==> src/rtl/cp0_exc_ctrl_if.sv <==
// M-stage CP0 bus: the instruction fields presented at M, plus the CP0 read,
// flush request and fetch redirect coming back.
interface cp0_exc_ctrl_if;
  logic [31:0] pc_in;
  logic [4:0]  exc_in;
  logic        slot_in;
  logic        mtc0_in;
  logic        eret_in;
  logic [4:0]  cp0_addr;
  logic [31:0] wdata;
  logic [5:0]  hwint;
  logic [31:0] rdata;
  logic        req;
  logic        redirect;
  logic [31:0] redirect_pc;
  logic [31:0] epc_out;

  modport master (
    output pc_in, exc_in, slot_in, mtc0_in, eret_in, cp0_addr, wdata, hwint,
    input  rdata, req, redirect, redirect_pc, epc_out
  );

  modport slave (
    input  pc_in, exc_in, slot_in, mtc0_in, eret_in, cp0_addr, wdata, hwint,
    output rdata, req, redirect, redirect_pc, epc_out
  );
endinterface

==> src/rtl/cp0_exc_ctrl.sv <==
// CP0 exception/interrupt controller beside the M-stage register: holds SR,
// Cause, EPC, PRId and raises the pipeline flush and fetch redirect.
module cp0_exc_ctrl #(
  parameter logic [31:0] PRID    = 32'h0000_4300,
  parameter logic [31:0] HANDLER = 32'h0000_4180
) (
  input logic           clk,
  input logic           rst,
  cp0_exc_ctrl_if.slave bus
);

  logic [5:0]  im_q, im_d;
  logic        exl_q, exl_d;
  logic        ie_q, ie_d;
  logic        bd_q, bd_d;
  logic [5:0]  ip_q, ip_d;
  logic [4:0]  exc_code_q, exc_code_d;
  logic [31:0] epc_q, epc_d;

  logic        int_pend;
  logic        exc_pend;
  logic        req;
  logic [31:0] exc_pc;

  // Flush is held off while rst is low so a stray exc_in cannot flush during reset.
  assign int_pend = (|(ip_q & im_q)) & ie_q & ~exl_q;
  assign exc_pend = (bus.exc_in != 5'd0) & ~exl_q;
  assign req      = rst & (int_pend | exc_pend);

  assign exc_pc = bus.slot_in ? (bus.pc_in - 32'd4) : bus.pc_in;

  always_comb begin
    im_d       = im_q;
    exl_d      = exl_q;
    ie_d       = ie_q;
    bd_d       = bd_q;
    exc_code_d = exc_code_q;
    epc_d      = epc_q;
    ip_d       = bus.hwint;
    if (req) begin
      exl_d      = 1'b1;
      exc_code_d = int_pend ? 5'd0 : bus.exc_in;
      bd_d       = bus.slot_in;
      epc_d      = exc_pc & 32'hFFFF_FFFC;
    end else if (bus.eret_in) begin
      // ERET beats a simultaneous MTC0 (illegal decode), so MTC0 is dropped here.
      exl_d = 1'b0;
    end else if (bus.mtc0_in) begin
      case (bus.cp0_addr)
        5'd12: begin
          im_d  = bus.wdata[15:10];
          exl_d = bus.wdata[1];
          ie_d  = bus.wdata[0];
        end
        5'd14:   epc_d = {bus.wdata[31:2], 2'b00};
        default: ;
      endcase
    end
  end

  always_ff @(posedge clk or negedge rst) begin
    if (!rst) begin
      im_q       <= 6'd0;
      exl_q      <= 1'b0;
      ie_q       <= 1'b0;
      bd_q       <= 1'b0;
      ip_q       <= 6'd0;
      exc_code_q <= 5'd0;
      epc_q      <= 32'd0;
    end else begin
      im_q       <= im_d;
      exl_q      <= exl_d;
      ie_q       <= ie_d;
      bd_q       <= bd_d;
      ip_q       <= ip_d;
      exc_code_q <= exc_code_d;
      epc_q      <= epc_d;
    end
  end

  // Reads show pre-edge contents; there is no bypass of a same-cycle MTC0.
  always_comb begin
    bus.rdata = 32'd0;
    case (bus.cp0_addr)
      5'd12:   bus.rdata = {16'd0, im_q, 8'd0, exl_q, ie_q};
      5'd13:   bus.rdata = {bd_q, 15'd0, ip_q, 3'd0, exc_code_q, 2'b00};
      5'd14:   bus.rdata = epc_q;
      5'd15:   bus.rdata = PRID;
      default: bus.rdata = 32'd0;
    endcase
  end

  assign bus.req         = req;
  assign bus.redirect    = req | bus.eret_in;
  assign bus.redirect_pc = req ? HANDLER : epc_q;
  assign bus.epc_out     = epc_q;

endmodule

==> src/flat_wrapper.sv <==
// flat-port wrapper written by rule: the top's interface ports become plain ports
module cp0_exc_ctrl_flat 
#(
  parameter logic [31:0] PRID    = 32'h0000_4300,
  parameter logic [31:0] HANDLER = 32'h0000_4180
)
  (clk, rst, bus_pc_in, bus_exc_in, bus_slot_in, bus_mtc0_in, bus_eret_in, bus_cp0_addr, bus_wdata, bus_hwint, bus_rdata, bus_req, bus_redirect, bus_redirect_pc, bus_epc_out);
  cp0_exc_ctrl_if bus_i ();
  input logic clk;
  input logic rst;
  input wire logic [$bits(bus_i.pc_in)-1:0] bus_pc_in;
  input wire logic [$bits(bus_i.exc_in)-1:0] bus_exc_in;
  input wire logic [$bits(bus_i.slot_in)-1:0] bus_slot_in;
  input wire logic [$bits(bus_i.mtc0_in)-1:0] bus_mtc0_in;
  input wire logic [$bits(bus_i.eret_in)-1:0] bus_eret_in;
  input wire logic [$bits(bus_i.cp0_addr)-1:0] bus_cp0_addr;
  input wire logic [$bits(bus_i.wdata)-1:0] bus_wdata;
  input wire logic [$bits(bus_i.hwint)-1:0] bus_hwint;
  output wire logic [$bits(bus_i.rdata)-1:0] bus_rdata;
  output wire logic [$bits(bus_i.req)-1:0] bus_req;
  output wire logic [$bits(bus_i.redirect)-1:0] bus_redirect;
  output wire logic [$bits(bus_i.redirect_pc)-1:0] bus_redirect_pc;
  output wire logic [$bits(bus_i.epc_out)-1:0] bus_epc_out;
  assign bus_i.pc_in = bus_pc_in;
  assign bus_i.exc_in = bus_exc_in;
  assign bus_i.slot_in = bus_slot_in;
  assign bus_i.mtc0_in = bus_mtc0_in;
  assign bus_i.eret_in = bus_eret_in;
  assign bus_i.cp0_addr = bus_cp0_addr;
  assign bus_i.wdata = bus_wdata;
  assign bus_i.hwint = bus_hwint;
  assign bus_rdata = bus_i.rdata;
  assign bus_req = bus_i.req;
  assign bus_redirect = bus_i.redirect;
  assign bus_redirect_pc = bus_i.redirect_pc;
  assign bus_epc_out = bus_i.epc_out;
  cp0_exc_ctrl #(.PRID(PRID), .HANDLER(HANDLER)) u_core (.clk(clk), .rst(rst), .bus(bus_i));
endmodule
==> config.mk <==
export PLATFORM = sky130hd
export DESIGN_NAME = cp0_exc_ctrl_flat
export DESIGN_NICKNAME = d
export VERILOG_FILES = /design/src/rtl/cp0_exc_ctrl_if.sv /design/src/rtl/cp0_exc_ctrl.sv /design/src/flat_wrapper.sv
export SDC_FILE = /design/constraint.sdc
export NUM_CORES = 1
export LEC_CHECK = 0
export ABC_AREA = 1
export BUFFER_PORTS_ARGS = -buffer_cell sky130_fd_sc_hd__buf_2
export CAP_MARGIN = 10
export CORE_MARGIN = 2
export CORE_UTILIZATION = 44
export CTS_BUF_LIST = sky130_fd_sc_hd__clkbuf_2 sky130_fd_sc_hd__clkbuf_4 sky130_fd_sc_hd__clkbuf_8
export DETAILED_ROUTE_END_ITERATION = 6
export GPL_ROUTABILITY_DRIVEN = 1
export PLACE_DENSITY = 0.89
export SLEW_MARGIN = 20
export SYNTH_ARGS = -nofsm -noshare
export SYNTH_HDL_FRONTEND = slang
export SYNTH_SLANG_ARGS = --single-unit
==> constraint.sdc <==
create_clock -name clk -period 1.3 [get_ports clk]
set_input_delay 0.065 -clock clk [delete_from_list [all_inputs] [get_ports clk]]
set_output_delay 0.065 -clock clk [all_outputs]
set_load 0.005 [all_outputs]
==> results.md <==
* Post-Route WL at ~15,000 um
* Final setup viols at 76
* Largest net degree at the start of global routing at 51
* Min-delay src: bus_eret_in
* First-pass GRT wire length at about 22,000 um
* CTS root buffer: clkbuf_8
* Total CTS buffers at 5
* Site Rows at 34
* WS Path Type: reg -> out
* Cell variety after synth at 31
* Critical Path AT at 1.72 ns
* Worst Hold Depth at 2
* Placed cell area at about 0.0053 mm^2
* Crit-path leading delay family: simple AND/OR/NAND/NOR gates
* Die area at between 0.009 and 0.01 mm^2
* Max Buffers Root-to-Sink at 2
* IO Pins at 183
* H-Tree Depth at 2
* Slew Limit Fails at 0
* GRT Overall Usage at 0.290
* Worst path slowest cell: dfrtp_1
* Run status: finished, violations left
* Unrepaired setup endpoints after global routing: yes
* DRT iter0 DRCs at ~450
* Synth Register Bits at 50
* DR pass1 iterations at 5
* Synth warn at 0
* Cell taking the most area after synthesis: dfrtp_1
* Worst clock skew at around 0.014 ns
* Antenna cells at 0
* Clk Latency, worst-skew pair at ~0.32 ns
* Final ANT Viol Nets at 0
* FILL cells at between 600 and 700
* Drc violations at 0
* CP startpoint kind: flip-flop
* Synth top area cells: dfrtp_1 33%, nand2_1 20%, inv_1 8.7%, nor2_1 8.3%, o21ai_0 6.9%
* Reg2Reg Depth at 14
* Syn-to-layout area delta at 63.3%
* Post-synth top area share at 0.327
* Highest clock rate at between 500 and 600 MHz
* Total of max-cap violations at 0
* Final WS setup at -0.488 ns
* Worst path max stage delay at approximately 0.40 ns
* CP Capture Type: output pin
* Vias at 4,962
* Final setup TNS at -31.83 ns
* Count of final hold-check violations at 0
* CP most frequent cell: nand2_2
* Multi-input logic area at about 0.0024 mm^2
* # port buffers at 176
* Die Ht at between 90 and 100 um
* Leak pwr at between 3 and 4 nW
* Peak supply drop at 0.539 mV
* Vias in the first global route at 4,711
* CP Depth at 11
* CP startpoint: u_core.ip_q[3]
* Failing checks: negative setup slack
* Drt wl/cell at 15.1 um
* Post-Synthesis Cells at 610
* TritonCTS clock tree: built
* Worst slew margin at 0.568
* Clock sinks at 50
* Initial antenna violation count at 0
* Clock slew at reported path FFs at approximately 0.11 ns
* Die outline width at approximately 97 um
* CORE AREA at about 0.0086 mm^2
* Seq/Total Area, Yosys at 0.327
* Mapped Avg Cell Area at 6.27 um^2
* Cell Pwr Density at ~1000 mW/mm^2
* Initial core utilization at 0.445
* GR Overflow Total at 0
* CP Data Required Time at 1.24 ns
* Nets at between 900 and 1,000
* Final cycle utilization of the critical path at 1.38
* Slew @ Worst Pin at roughly 0.65 ns
* Reg-to-Reg Start: u_core.ip_q[3]
* Final min period at 1.79 ns
* Worst hold-check path type: in -> reg
* Final Cell Area at between 0.006 and 0.007 mm^2
* CP cell instances: nand2_1 > nand2_1 > nor2_2 > nand2_2 > nand2_2 > nand2_2 > nand2_4 > buf_6 > buf_8 > nand2_2 > buf_2
* Via-to-Cell Ratio at roughly 5
* DP Wirelength at roughly 9900 um
* FF+latch area at ~0.0013 mm^2
* Max FO, Critical Path at 5
* Layout cells sized above 1 at 0.440
* GPL Wtd Cong at 0.901
* Cell Area, Synth at 0.00383 mm^2
* Worst Path Buf+Inv at 3
-- worst paths after layout --
| kind | slack (ns) | endpoint |
|---|---|---|
| max in group asynchronous | 0.39 | u_core.bus.epc_out[13] |
| worst min-delay path | 0.03 | u_core.exl_q |
| worst min register to register | 0.50 | u_core.exc_code_q[0] |
| worst max register to register | -0.47 | u_core.bus.epc_out[24] |
| min in group asynchronous | 0.43 | u_core.exl_q |
| worst max-delay path | -0.49 | bus_redirect_pc[8] |
-- worst reg2reg max path: stages (launching register included) --
cell,delay [ns]
dfrtp_1,0.40
nand2_1,0.07
nand2_1,0.06
nor2_2,0.13
nand2_2,0.08
nand2_2,0.07
nand2_2,0.07
nand2_4,0.10
buf_6,0.13
buf_12,0.14
buf_12,0.13
buf_12,0.11
nand2_2,0.04
nand2_1,0.07
o21ai_1,0.06
-- stage by stage --
step	util	hold slack, ns	setup WS (ns)	instances	power, mW
floorplan	-	-0.231	-0.0942	613	3.20
global placement	0.612	0.186	-0.178	933	4.24
detailed placement	0.612	0.182	-0.210	933	4.31
CTS	0.696	0.000783	-0.430	974	5.89
global route	0.727	0.0187	-0.568	979	6.61
finish	0.727	0.0318	-0.488	979	6.27
-- logic make-up after synthesis --
logic type	count (synthesis)	share of synthesized area
compound gates	72	0.100
buf+inv	119	0.136
other cells	1	0.000980
simple gates	351	0.396
flops	50	0.327
xor+xnor	16	0.0366
fa+ha+maj	1	0.00327
-- cell usage in the layout, fill, tap and decap left out, types with 5 or more instances in the layout --
| cell type | synthesis | layout |
|---|---|---|
| buf_2 | 9 | 174 |
| nand2_1 | 201 | 164 |
| inv_1 | 89 | 88 |
| nor2_1 | 85 | 72 |
| buf_4 | 5 | 60 |
| dfrtp_1 | 50 | 49 |
| nand2_2 | 4 | 35 |
| o21ai_1 | 9 | 22 |
| nand3_1 | 25 | 22 |
| o21ai_2 | 0 | 22 |
| nor2_4 | 12 | 17 |
| o21ai_0 | 53 | 15 |
| buf_6 | 3 | 13 |
| nor2_2 | 4 | 12 |
| dlygate4sd3_1 | 0 | 11 |
| xor2_1 | 10 | 10 |
| buf_12 | 1 | 10 |
| nand4_1 | 8 | 8 |
| nor3_1 | 7 | 7 |
| nand2_4 | 1 | 6 |
| xnor2_1 | 6 | 6 |
| o211ai_1 | 5 | 5 |
| clkbuf_8 | 0 | 5 |
-- timing repair --
action | 4_1_cts | 5_1_grt
pin swaps | 19 | 32
cloned | 7 | 1
hold endpoints to repair | 58 | 2
hold buffers | 9 | 2
endpoints found under the setup margin | 76 | 77
gates resized for setup | 71 | 80
buffers inserted | 36 | 7
-- synth_stat cells (all sizes together) --
cell / number
nand2: 206
nand3: 27
nor3: 8
xor2: 10
a21oi: 2
nor2: 101
xnor2: 6
dfrtp: 50
o21ai: 62
clkbuf: 7
conb: 1
nand4: 8
o211ai: 5
o2111ai: 2
and2: 1
inv: 94
ha: 1
o311ai: 1
buf: 18
-- state kept, by name (all words and copies together), names as in the netlist --
register and cells:
u_core.bus.epc_out 30, u_core.im_q 6, u_core.ip_q 6, u_core.exc_code_q 5, u_core.bd_q 1, u_core.exl_q 1
u_core.ie_q 1
-- per-layer routing --
metal	vias up	GRT usage	part of all wire
met3	47	0.0403	0.085
met2	281	0.504	0.49
li1	2388	-	-
met5	-	0	0
met1	2246	0.371	0.39
met4	0	0.0972	0.034
-- layout make-up --
class                           instances  share of cell area
Sequential cell                        50               0.200
Clock buffer                            5              0.0110
Timing Repair Buffer                  275               0.311
Multi-Input combinational cell        444               0.390
Clock inverter                          3             0.00721
Tap cell                              108              0.0216
Inverter                               94              0.0588
-- power breakdown --
| group | leakage, nW | switching (mW) | internal, mW | total, mW |
|---|---|---|---|---|
| sequential | 0.596 | 0.302 | 1.87 | 2.18 |
| clock | 0.0504 | 0.573 | 0.573 | 1.15 |
| combinational | 2.76 | 1.51 | 1.43 | 2.95 |
| total | 3.41 | 2.39 | 3.88 | 6.27 |
Note: power is estimated with default switching activity, not from simulation.
